==> config.mk <==
export PLATFORM = sky130hd
export DESIGN_NAME = multicycle_ctrl_flat
export DESIGN_NICKNAME = d
export VERILOG_FILES = /design/src/rtl/multicycle_ctrl_if.sv /design/src/rtl/multicycle_ctrl.sv /design/src/flat_wrapper.sv
export SDC_FILE = /design/constraint.sdc
export NUM_CORES = 1
export LEC_CHECK = 0
export CORE_ASPECT_RATIO = 0.8
export CORE_UTILIZATION = 45
export DETAILED_ROUTE_END_ITERATION = 12
export GPL_TIMING_DRIVEN = 0
export PLACE_DENSITY = 0.83
export SKIP_LAST_GASP = 1
export SYNTH_ARGS = -nofsm -noshare
export SYNTH_HDL_FRONTEND = slang
export SYNTH_SLANG_ARGS = --single-unit
export TNS_END_PERCENT = 5
==> constraint.sdc <==
create_clock -name clk -period 2.5 [get_ports clk]
set_input_delay 0.5 -clock clk [delete_from_list [all_inputs] [get_ports clk]]
set_output_delay 0.5 -clock clk [all_outputs]
set_load 0.05 [all_outputs]
==> src/rtl/multicycle_ctrl_if.sv <==
// Control bundle between the multi-cycle MIPS controller (master) and the
// datapath/ALU (slave): instruction fields and Zero in, enables and selects out.
interface multicycle_ctrl_if #(
  parameter int ALUCONF_W = 5
);
   logic [5:0]           OpCode;
   logic [5:0]           Funct;
   logic                 Zero;
   logic [1:0]           State;
   logic                 PCWrite;
   logic                 IRWrite;
   logic                 MemRead;
   logic                 MemWrite;
   logic                 RegWrite;
   logic [1:0]           RegDst;
   logic [1:0]           MemtoReg;
   logic [1:0]           ALUSrcA;
   logic [1:0]           ALUSrcB;
   logic                 ExtOp;
   logic                 LuiOp;
   logic [1:0]           PCSource;
   logic [ALUCONF_W-1:0] ALUConf;
   logic                 Sign;
   logic                 IllegalInst;

   modport master (
      input  OpCode, Funct, Zero,
      output State, PCWrite, IRWrite, MemRead, MemWrite, RegWrite, RegDst,
             MemtoReg, ALUSrcA, ALUSrcB, ExtOp, LuiOp, PCSource, ALUConf,
             Sign, IllegalInst
   );

   modport slave (
      output OpCode, Funct, Zero,
      input  State, PCWrite, IRWrite, MemRead, MemWrite, RegWrite, RegDst,
             MemtoReg, ALUSrcA, ALUSrcB, ExtOp, LuiOp, PCSource, ALUConf,
             Sign, IllegalInst
   );
endinterface

==> src/rtl/multicycle_ctrl.sv <==
// Four-state (FETCH/DECODE/EXEC/WB) control FSM for the multi-cycle MIPS CPU.
// Optional ILLEGAL_TRAP_EN: undefined instructions trap through PCSource=3.
module multicycle_ctrl #(
   parameter int ALUCONF_W = 5
) (
   input  logic              clk,
   input  logic              reset,
   multicycle_ctrl_if.master bus
);

   typedef enum logic [1:0] {FETCH = 2'd0, DECODE = 2'd1, EXEC = 2'd2, WB = 2'd3} state_t;

   typedef enum logic [3:0] {
      C_RALU, C_SHIFT, C_IALU, C_LW, C_SW, C_J, C_JAL,
      C_BEQ, C_BNE, C_JR, C_JALR, C_UNDEF
   } iclass_t;

   localparam logic [ALUCONF_W-1:0] ALU_ADD   = ALUCONF_W'(0);
   localparam logic [ALUCONF_W-1:0] ALU_SUB   = ALUCONF_W'(1);
   localparam logic [ALUCONF_W-1:0] ALU_AND   = ALUCONF_W'(2);
   localparam logic [ALUCONF_W-1:0] ALU_OR    = ALUCONF_W'(3);
   localparam logic [ALUCONF_W-1:0] ALU_XOR   = ALUCONF_W'(4);
   localparam logic [ALUCONF_W-1:0] ALU_NOR   = ALUCONF_W'(5);
   localparam logic [ALUCONF_W-1:0] ALU_SL    = ALUCONF_W'(6);
   localparam logic [ALUCONF_W-1:0] ALU_SR    = ALUCONF_W'(7);
   localparam logic [ALUCONF_W-1:0] ALU_SLT   = ALUCONF_W'(8);
   localparam logic [ALUCONF_W-1:0] ALU_PASSB = ALUCONF_W'(16);

   state_t                 state, state_nx;
   iclass_t                iclass;
   logic [ALUCONF_W-1:0]   dec_conf;
   logic                   dec_sign, dec_ext, dec_lui;

   logic                   pc_write, ir_write, mem_read, mem_write, reg_write;
   logic [1:0]             reg_dst, mem_to_reg, alu_src_a, alu_src_b, pc_source;
   logic                   ext_op, lui_op, alu_sign;
   logic [ALUCONF_W-1:0]   alu_conf;
`ifdef ILLEGAL_TRAP_EN
   logic                   illegal;
`endif

   // Instruction class plus the EXEC-stage ALU setup for ALU-type instructions.
   always_comb begin
      // NOTE: every comb output gets a default first so no path infers a latch.
      iclass   = C_UNDEF;
      dec_conf = ALU_ADD;
      dec_sign = 1'b0;
      dec_ext  = 1'b1;
      dec_lui  = 1'b0;
      case (bus.OpCode)
         6'h00: begin
            case (bus.Funct)
               6'h00: begin iclass = C_SHIFT; dec_conf = ALU_SL; end
               6'h02: begin iclass = C_SHIFT; dec_conf = ALU_SR; end
               6'h03: begin iclass = C_SHIFT; dec_conf = ALU_SR; dec_sign = 1'b1; end
               6'h08: iclass = C_JR;
               6'h09: iclass = C_JALR;
               6'h20: begin iclass = C_RALU; dec_sign = 1'b1; end
               6'h21: iclass = C_RALU;
               6'h22: begin iclass = C_RALU; dec_conf = ALU_SUB; dec_sign = 1'b1; end
               6'h23: begin iclass = C_RALU; dec_conf = ALU_SUB; end
               6'h24: begin iclass = C_RALU; dec_conf = ALU_AND; end
               6'h25: begin iclass = C_RALU; dec_conf = ALU_OR;  end
               6'h26: begin iclass = C_RALU; dec_conf = ALU_XOR; end
               6'h27: begin iclass = C_RALU; dec_conf = ALU_NOR; end
               6'h2A: begin iclass = C_RALU; dec_conf = ALU_SLT; dec_sign = 1'b1; end
               6'h2B: begin iclass = C_RALU; dec_conf = ALU_SLT; end
               default: ;
            endcase
         end
         6'h02: iclass = C_J;
         6'h03: iclass = C_JAL;
         6'h04: iclass = C_BEQ;
         6'h05: iclass = C_BNE;
         6'h08, 6'h09: iclass = C_IALU;
         6'h0A: begin iclass = C_IALU; dec_conf = ALU_SLT; dec_sign = 1'b1; end
         6'h0B: begin iclass = C_IALU; dec_conf = ALU_SLT; end
         6'h0C: begin iclass = C_IALU; dec_conf = ALU_AND; dec_ext = 1'b0; end
         6'h0F: begin iclass = C_IALU; dec_conf = ALU_PASSB; dec_lui = 1'b1; end
         6'h23: iclass = C_LW;
         6'h2B: iclass = C_SW;
         default: ;
      endcase
   end

   always_ff @(posedge clk or negedge reset) begin
      // NOTE: state registers use non-blocking assignment so every flop samples pre-edge values.
      if (!reset) state <= FETCH;
      else        state <= state_nx;
   end

   always_comb begin
      state_nx = FETCH;
      case (state)
         FETCH:  state_nx = DECODE;
         DECODE: state_nx = (iclass inside {C_J, C_JAL, C_UNDEF}) ? FETCH : EXEC;
         EXEC:   state_nx = (iclass inside {C_BEQ, C_BNE, C_JR, C_JALR}) ? FETCH : WB;
         WB:     state_nx = FETCH;
         default: state_nx = FETCH;
      endcase
   end

   always_comb begin
      pc_write   = 1'b0;
      ir_write   = 1'b0;
      mem_read   = 1'b0;
      mem_write  = 1'b0;
      reg_write  = 1'b0;
      reg_dst    = 2'd0;
      mem_to_reg = 2'd0;
      alu_src_a  = 2'd0;
      alu_src_b  = 2'd0;
      pc_source  = 2'd0;
      ext_op     = 1'b1;
      lui_op     = 1'b0;
      alu_conf   = ALU_ADD;
      alu_sign   = 1'b0;
`ifdef ILLEGAL_TRAP_EN
      illegal    = 1'b0;
`endif
      case (state)
         FETCH: begin
            mem_read  = 1'b1;
            ir_write  = 1'b1;
            alu_src_b = 2'd1;
            pc_write  = 1'b1;
         end
         DECODE: begin
            // Branch target (PC+4 + sext imm<<2) is computed here into ALUOut.
            alu_src_b = 2'd3;
            case (iclass)
               C_J: begin pc_write = 1'b1; pc_source = 2'd2; end
               C_JAL: begin
                  pc_write   = 1'b1;
                  pc_source  = 2'd2;
                  reg_write  = 1'b1;
                  reg_dst    = 2'd2;
                  mem_to_reg = 2'd2;
               end
`ifdef ILLEGAL_TRAP_EN
               C_UNDEF: begin illegal = 1'b1; pc_write = 1'b1; pc_source = 2'd3; end
`endif
               default: ;
            endcase
         end
         EXEC: begin
            case (iclass)
               C_RALU, C_SHIFT: begin
                  alu_src_a = (iclass == C_SHIFT) ? 2'd2 : 2'd1;
                  alu_conf  = dec_conf;
                  alu_sign  = dec_sign;
               end
               C_IALU, C_LW, C_SW: begin
                  alu_src_a = 2'd1;
                  alu_src_b = 2'd2;
                  alu_conf  = dec_conf;
                  alu_sign  = dec_sign;
                  ext_op    = dec_ext;
                  lui_op    = dec_lui;
               end
               C_BEQ, C_BNE: begin
                  alu_src_a = 2'd1;
                  alu_conf  = ALU_SUB;
                  pc_source = 2'd1;
                  pc_write  = (iclass == C_BEQ) ? bus.Zero : ~bus.Zero;
               end
               C_JR, C_JALR: begin
                  pc_write  = 1'b1;
                  pc_source = 2'd3;
                  if (iclass == C_JALR) begin
                     reg_write  = 1'b1;
                     reg_dst    = 2'd1;
                     mem_to_reg = 2'd2;
                  end
               end
               default: ;
            endcase
         end
         WB: begin
            case (iclass)
               C_RALU, C_SHIFT: begin reg_write = 1'b1; reg_dst = 2'd1; end
               C_IALU:          reg_write = 1'b1;
               C_LW: begin mem_read = 1'b1; reg_write = 1'b1; mem_to_reg = 2'd1; end
               C_SW:            mem_write = 1'b1;
               default: ;
            endcase
         end
         default: ;
      endcase
   end

   // Write enables are gated by reset itself so nothing is written while it is held low.
   assign bus.PCWrite  = pc_write  & reset;
   assign bus.IRWrite  = ir_write  & reset;
   assign bus.MemWrite = mem_write & reset;
   assign bus.RegWrite = reg_write & reset;
   assign bus.State    = state;
   assign bus.MemRead  = mem_read;
   assign bus.RegDst   = reg_dst;
   assign bus.MemtoReg = mem_to_reg;
   assign bus.ALUSrcA  = alu_src_a;
   assign bus.ALUSrcB  = alu_src_b;
   assign bus.ExtOp    = ext_op;
   assign bus.LuiOp    = lui_op;
   assign bus.PCSource = pc_source;
   assign bus.ALUConf  = alu_conf;
   assign bus.Sign     = alu_sign;
`ifdef ILLEGAL_TRAP_EN
   assign bus.IllegalInst = illegal;
`else
   assign bus.IllegalInst = 1'b0;
`endif

endmodule

==> src/flat_wrapper.sv <==
// flat-port wrapper written by rule: the top's interface ports become plain ports
module multicycle_ctrl_flat 
#(
   parameter int ALUCONF_W = 5
)
  (clk, reset, bus_OpCode, bus_Funct, bus_Zero, bus_State, bus_PCWrite, bus_IRWrite, bus_MemRead, bus_MemWrite, bus_RegWrite, bus_RegDst, bus_MemtoReg, bus_ALUSrcA, bus_ALUSrcB, bus_ExtOp, bus_LuiOp, bus_PCSource, bus_ALUConf, bus_Sign, bus_IllegalInst);
  multicycle_ctrl_if #(.ALUCONF_W(ALUCONF_W)) bus_i ();
  input  logic clk;
  input  logic reset;
  input wire logic [$bits(bus_i.OpCode)-1:0] bus_OpCode;
  input wire logic [$bits(bus_i.Funct)-1:0] bus_Funct;
  input wire logic [$bits(bus_i.Zero)-1:0] bus_Zero;
  output wire logic [$bits(bus_i.State)-1:0] bus_State;
  output wire logic [$bits(bus_i.PCWrite)-1:0] bus_PCWrite;
  output wire logic [$bits(bus_i.IRWrite)-1:0] bus_IRWrite;
  output wire logic [$bits(bus_i.MemRead)-1:0] bus_MemRead;
  output wire logic [$bits(bus_i.MemWrite)-1:0] bus_MemWrite;
  output wire logic [$bits(bus_i.RegWrite)-1:0] bus_RegWrite;
  output wire logic [$bits(bus_i.RegDst)-1:0] bus_RegDst;
  output wire logic [$bits(bus_i.MemtoReg)-1:0] bus_MemtoReg;
  output wire logic [$bits(bus_i.ALUSrcA)-1:0] bus_ALUSrcA;
  output wire logic [$bits(bus_i.ALUSrcB)-1:0] bus_ALUSrcB;
  output wire logic [$bits(bus_i.ExtOp)-1:0] bus_ExtOp;
  output wire logic [$bits(bus_i.LuiOp)-1:0] bus_LuiOp;
  output wire logic [$bits(bus_i.PCSource)-1:0] bus_PCSource;
  output wire logic [$bits(bus_i.ALUConf)-1:0] bus_ALUConf;
  output wire logic [$bits(bus_i.Sign)-1:0] bus_Sign;
  output wire logic [$bits(bus_i.IllegalInst)-1:0] bus_IllegalInst;
  assign bus_i.OpCode = bus_OpCode;
  assign bus_i.Funct = bus_Funct;
  assign bus_i.Zero = bus_Zero;
  assign bus_State = bus_i.State;
  assign bus_PCWrite = bus_i.PCWrite;
  assign bus_IRWrite = bus_i.IRWrite;
  assign bus_MemRead = bus_i.MemRead;
  assign bus_MemWrite = bus_i.MemWrite;
  assign bus_RegWrite = bus_i.RegWrite;
  assign bus_RegDst = bus_i.RegDst;
  assign bus_MemtoReg = bus_i.MemtoReg;
  assign bus_ALUSrcA = bus_i.ALUSrcA;
  assign bus_ALUSrcB = bus_i.ALUSrcB;
  assign bus_ExtOp = bus_i.ExtOp;
  assign bus_LuiOp = bus_i.LuiOp;
  assign bus_PCSource = bus_i.PCSource;
  assign bus_ALUConf = bus_i.ALUConf;
  assign bus_Sign = bus_i.Sign;
  assign bus_IllegalInst = bus_i.IllegalInst;
  multicycle_ctrl #(.ALUCONF_W(ALUCONF_W)) u_core (.clk(clk), .reset(reset), .bus(bus_i));
endmodule
==> impl_metrics.py, run 1 <==
metrics = {
    "placed_design": {
        "io_buffer_count": 37,
        "dp.cells": 220,
        "gp_congestion": 0.8552,
        "dp_hpwl_um": 2629,
    },
    "cts": {
        "cts_buffer_depth": 2,
        "cts_tree": "done",
        "cts.sinks": 2,
        "clkLatencyLatePin_ns": 0.22,
        "cts_root_buffer": "clkbuf_4",
        "cts_buffers": 3,
        "ctsHoldBuffers": 0,
        "path_clk_slew_ns": 0.03,
        "htree_levels": 1,
    },
    "routing": {
        "drt_iter0_drc": 124,
        "wl_per_cell_um": 20.31,
        "route.detailed.drc": 2,
        "ant_nets": 0,
        "vias": 1622,
        "first_pass_iters": 9,
        "vias_per_cell": 6.540,
        "postRouteWirelength_um": 5036,
    },
    "critical_path": {
        "crit_required_ns": 2.00,
        "worstReg2RegStart": "u_core.bus.State[0]$_DFF_PN0_",
        "worstPathMaxFanout": 6,
        "r2r_cells": 5,
        "worstPathArrival_ns": 2.33,
        "timing.rr.end": "u_core.bus.State[0]$_DFF_PN0_",
        "critical_path_class": "in2out",
        "cp-start-kind": "primary input",
        "endpoint_kind": "output pin",
        "r2r_setup_slack_ns": 1.01,
    },
    "yosys": {
        "synth_edf_count": 0,
        "synth_xor_area_frac": 0.01626,
        "synth_top_area_frac": 0.05807,
        "synthDistinctLibCells": 55,
        "avgSynthCellArea_um2": 6.818,
        "synth_adder_area_share": 0.05807,
        "synth_compound_area_frac": 0.3113,
        "synth_cells": 158,
        "yosysMostFrequentCell": "nor2_1",
        "ys_ff_latch": 2,
        "yosys_warnings": 0,
        "syn_nets": 178,
        "synthSimpleGateAreaFrac": 0.4379,
        "syn_area_um2": 1077,
        "synth_mux_area_frac": 0.01045,
        "synthFlopType": "dfrtp_1",
        "synth.area.top_cells": "ha_1 (5.8%), buf_6 (5.2%), nor2_1 (5.2%)",
        "yosysSeqAreaShare": 0.04646,
        "synthTopCellsByCount": "nor2_1 (15), nand2_1 (14), a21oi_1 (11)",
        "async_flop_share": 1.000,
        "yosysTopAreaCell": "ha_1",
        "synth_top_family_by_area": "simple AND/OR/NAND/NOR gates",
    },
    "final_layout": {
        "drive_gt1_frac": 0.5381,
        "syn2layout_area_growth_pct": 80.95,
        "largest_reg_flops": 2,
        "layout.nets": 245,
        "diodes": 0,
        "layoutNonFillerInstCount": 248,
    },
    "global_route": {
        "grt_usage": 0.3116,
        "antenna_found_initial": 0,
        "grt_pass1_wl_um": 6175,
        "gr-total-overflow": 0,
        "grt_max_degree": 11,
        "grt_pass1_vias": 1294,
    },
    "floorplanning": {
        "chipHeight_um": 45.76,
        "rows": 15,
        "die_w_um": 56.71,
        "io_pins": 41,
        "initial_utilization": 0.4864,
        "core_area_um2": 2215,
        "die_area_um2": 2595,
    },
    "status": {
        "outcome": "finished with violations",
        "violations": "design-rule violations, negative setup slack",
    },
    "timing": {
        "rsz0062_at_grt": "yes",
        "min_period_ns": 2.826,
        "fmax_ghz": 0.3538,
        "final.setup.tns_ns": -5.102,
        "fin_crit_sh": 1.131,
        "setup_ws_ns": -0.3264,
        "finClkSkew_ns": 0.001281,
        "finalMaxSlewViolations": 0,
        "setup_viol": 23,
        "final_hold_viol_count": 0,
    },
    "power": {
        "leakagePower_nw": 0.7845,
        "vdd_drop_max_v": 0.0002905,
        "power.density_nw_per_um2": 497.6,
    },
    "min_path": {
        "holdCritPathClass": "in2async",
    },
    "job": {
        "max_cap_viol_count": 0,
    },
}
==> layout make-up <==
class	count	area, um^2
plain buffers	12	123.9
clock buffers	3	22.52
fillers	111	265.3
inverters	8	30.03
multi-input cells	136	1182
flip-flops and latches	2	50.05
well taps	25	31.28
repair buffers	62	509.2
==> cells by family after synthesis <==
kind of cell,after synthesis
flops,2
xor+xnor,2
compound gates,45
fa+ha+maj,5
simple gates,82
other cells,1
buf+inv,20
mux,1
==> worst max-delay path: stages <==
cell	delay [ns]
clkbuf_2	0.12
buf_6	0.14
buf_4	0.16
nor2_4	0.18
nand3_2	0.12
a21oi_4	0.17
and3b_1	0.20
buf_6	0.14
o21ai_4	0.31
nor3_2	0.12
buf_6	0.17
==> metal layers <==
layer / GRT usage / vias to the layer above / routed length [um] / part of all wire
met2: 0.5595 / 154 / 2287 / 0.45
met1: 0.3895 / 714 / 1791 / 0.36
met4: 0.1050 / 0 / 350 / 0.069
met5: 0 / - / 0 / 0
met3: 0.04545 / 44 / 606 / 0.12
li1: - / 710 / - / -
==> worst max-delay path by stage <==
stage / startpoint / end / slack, ns
finish: bus_OpCode[5] / bus_ALUConf[4] / -0.33
global route: bus_OpCode[1] / bus_RegDst[0] / -0.40
CTS: bus_Funct[3] / bus_ALUConf[2] / -0.27
detailed placement: bus_OpCode[4] / bus_PCSource[1] / -1.38
global placement: bus_OpCode[4] / bus_PCSource[1] / -1.35
floorplan: bus_OpCode[2] / bus_MemtoReg[0] / -0.26
==> report_power, final <==
part | leakage (nW) | switching (mW) | internal, mW
Combinational | 0.745 | 0.551 | 0.280
Sequential | 0.0253 | 0.0216 | 0.0473
Clock | 0.0138 | 0.0173 | 0.0529
==> per-stage QoR <==
step / area (um^2) / hold slack (ns) / utilization / setup slack (ns) / power, mW
2_1_floorplan: 1149 / 0.2044 / - / -0.2576 / 0.5880
3_3_place_gp: 1550 / 0.7187 / 0.7000 / -1.348 / 0.7935
3_5_place_dp: 1550 / 0.7288 / 0.7000 / -1.382 / 0.8092
4_1_cts: 1767 / 0.4931 / 0.7977 / -0.2659 / 0.8991
5_1_grt: 1949 / 0.5017 / 0.8802 / -0.3988 / 1.008
6_report: 1949 / 0.4995 / 0.8802 / -0.3264 / 0.9701
==> what timing repair did <==
action | 4_1_cts | 5_1_grt
gates cloned | 0 | 0
buffers inserted | 14 | 11
pin swaps | 16 | 22
gates resized for setup | 186 | 41
endpoints found under the setup margin | 23 | 23
==> layout by cell type (no fill, tap or decap), drive strengths merged, types with 2 or more instances in the layout <==
cell,n
clkbuf,6
nand2b,5
nor3,7
a211oi,3
nand3,7
nand4bb,2
o211ai,3
o2bb2ai,2
nand2,14
or2,4
o22ai,2
a31oi,3
dlygate4sd2,4
dfrtp,2
nand4,3
nor2b,5
o21ai,7
nor4,2
buf,62
inv,8
or3,2
a311o,2
and2,3
nor2,17
clkdlybuf4s50,4
a21oi,12
and3,3
a21boi,3
nand3b,2
ha,5
(Power assumes the default switching activity.)
==> run 2, diff against run 1 <==
- MAX_ROUTING_LAYER: not set -> met4
==> run 2 against run 1 <==
- the flow still finishes with violations (design-rule violations, negative setup slack)
- power fell by 2.8%
- sequential share of layout area is 0.18 points higher
- maximum frequency grew 1.1%
- routed wire length decreased by 7.5%
- flip-flop and latch count unchanged
- first-iteration DRC count is 5.6% higher
- via count fell by 1.4%
- combinational power fell by 3.9%
- setup slack better by 0.032 ns
- critical path depth fell by 1
- register-to-register slack lost 0.08 ns
- critical path type unchanged
- largest cell class unchanged
- highest routed layer unchanged
==> impl_metrics.py, run 2 (synthesis results as in run 1) <==
metrics = {
    "critical_path": {
        "crit_buf_inv": 4,
        "cp-start-kind": "primary input",
        "endpoint_kind": "output pin",
        "worstPathMaxFanout": 10,
        "crit_required_ns": 2.00,
        "cp_slowest_cell": "o31a_1",
        "worstPathArrival_ns": 2.29,
        "crit_family": "compound AO/OA/AOI/OAI gates",
        "critPathMostFrequentCell": "buf_6",
        "cpPeakStageDelay_ns": 0.25,
        "path_cells": "buf_2 > buf_6 > nand2b_1 > a21oi_1 > o31a_1 > and3b_1 > buf_6 > nand4_1 > a21oi_2 > buf_6",
        "critical_path_class": "in2out",
    },
    "placed_design": {
        "gp_congestion": 0.8719,
        "dp.cells": 220,
        "dpl-instance-area_um2": 1550,
        "dp_hpwl_um": 2727,
        "io_buffer_count": 37,
    },
    "floorplanning": {
        "io_pins": 41,
        "rows": 15,
        "chipHeight_um": 45.76,
        "die_area_um2": 2595,
        "die_w_um": 56.71,
        "core_area_um2": 2215,
        "initial_utilization": 0.4864,
    },
    "status": {
        "violations": "design-rule violations, negative setup slack",
        "outcome": "finished with violations",
    },
    "cts": {
        "cts.sinks": 2,
        "cts_buffer_depth": 2,
        "htree_levels": 1,
        "cts_tree": "done",
        "path_clk_slew_ns": 0.03,
        "ctsHoldBuffers": 0,
        "clkLatencyLatePin_ns": 0.23,
        "cts_root_buffer": "clkbuf_4",
        "cts_buffers": 3,
    },
    "routing": {
        "first_pass_iters": 9,
        "wl_per_cell_um": 19.33,
        "drt_iter0_drc": 131,
        "ant_nets": 0,
        "postRouteWirelength_um": 4659,
        "route.detailed.drc": 2,
        "vias_per_cell": 6.635,
        "vias": 1599,
    },
    "power": {
        "power.density_nw_per_um2": 516.8,
        "leakagePower_nw": 0.7335,
        "vdd_drop_max_v": 0.0003340,
    },
    "final_layout": {
        "final_core_util": 0.8237,
        "syn2layout_area_growth_pct": 69.34,
        "diodes": 0,
        "layout.nets": 238,
        "fin_area_um2": 1824,
        "drive_gt1_frac": 0.5046,
        "largest_reg_flops": 2,
        "layoutNonFillerInstCount": 241,
        "final_cell_mix": "buf_6 (22), buf_4 (22), buf_2 (12), nand2_1 (11), nor2_1 (10)",
        "fillers": 133,
    },
    "global_route": {
        "antenna_found_initial": 0,
        "grt_usage": 0.3427,
        "grt_max_degree": 11,
        "gr-total-overflow": 0,
        "grt_pass1_vias": 1405,
        "grt_pass1_wl_um": 6603,
    },
    "timing": {
        "fin_crit_sh": 1.118,
        "finClkSkew_ns": 0.0003084,
        "rsz0062_at_grt": "yes",
        "fmax_ghz": 0.3578,
        "finalMaxSlewViolations": 0,
        "final_hold_viol_count": 0,
        "setup_viol": 22,
        "setup_ws_ns": -0.2946,
        "min_period_ns": 2.795,
    },
    "job": {
        "max_cap_viol_count": 0,
    },
    "min_path": {
        "holdCritPathClass": "in2async",
    },
}
run 2: worst paths after layout:
kind / startpoint / to / slack (ns) / cells past startpoint
worst max-delay path: bus_OpCode[5] / bus_MemRead / -0.29 / 10
worst min-delay path: reset / u_core.bus.State[0]$_DFF_PN0_ / 0.49 / 1
worst max register to register: u_core.bus.State[1]$_DFF_PN0_ / u_core.bus.State[1]$_DFF_PN0_ / 0.93 / 5
worst min register to register: u_core.bus.State[0]$_DFF_PN0_ / u_core.bus.State[1]$_DFF_PN0_ / 0.99 / 4
max in group asynchronous: reset / u_core.bus.State[1]$_DFF_PN0_ / 1.82 / 1
min in group clk: bus_OpCode[1] / u_core.bus.State[0]$_DFF_PN0_ / 0.89 / 4
run 2: area by class of cell:
cell class              count  area (um^2)  share of cell area
clock buffers               3        22.52             0.01235
well taps                  25        31.28             0.01715
multi-input cells         136         1122              0.6152
repair buffers             55        447.9              0.2455
flip-flops and latches      2        50.05             0.02743
plain buffers              12        120.1             0.06584
inverters                   8        30.03             0.01646
run 2: routing by layer:
| layer | share of wire | GRT usage | vias to the layer above |
|---|---|---|---|
| met5 | 0 | - | - |
| met4 | 0.045 | 0.1150 | 0 |
| met3 | 0.090 | 0.08523 | 31 |
| met2 | 0.47 | 0.5595 | 122 |
| met1 | 0.39 | 0.4185 | 752 |
| li1 | - | - | 694 |
run 2: power by group:
part | switching, mW | internal, mW
Combinational | 0.536 | 0.263
Sequential | 0.0229 | 0.0473
Clock | 0.0201 | 0.0531
Total | 0.580 | 0.363
run 2: what timing repair did:
item	in CTS	in global routing
setup endpoints to repair	23	23
pin swaps	17	10
resized for setup	198	20
buffers inserted	15	3
run 2: per-stage QoR:
step / TNS [ns] / setup WS [ns] / hold WS [ns] / power, mW
2_1_floorplan: -2.785 / -0.2576 / 0.2044 / 0.5880
3_3_place_gp: -25.59 / -1.345 / 0.7185 / 0.7941
3_5_place_dp: -26.76 / -1.379 / 0.7364 / 0.8188
4_1_cts: -3.406 / -0.2026 / 0.4901 / 0.9102
5_1_grt: -5.379 / -0.3102 / 0.4897 / 0.9860
6_report: -4.597 / -0.2946 / 0.4949 / 0.9428
==> run 3, diff against run 2 <==
- CAP_MARGIN: not set -> 20
==> results of run 3 <==
Final layout, timing and power as in run 2 (identical DEF).
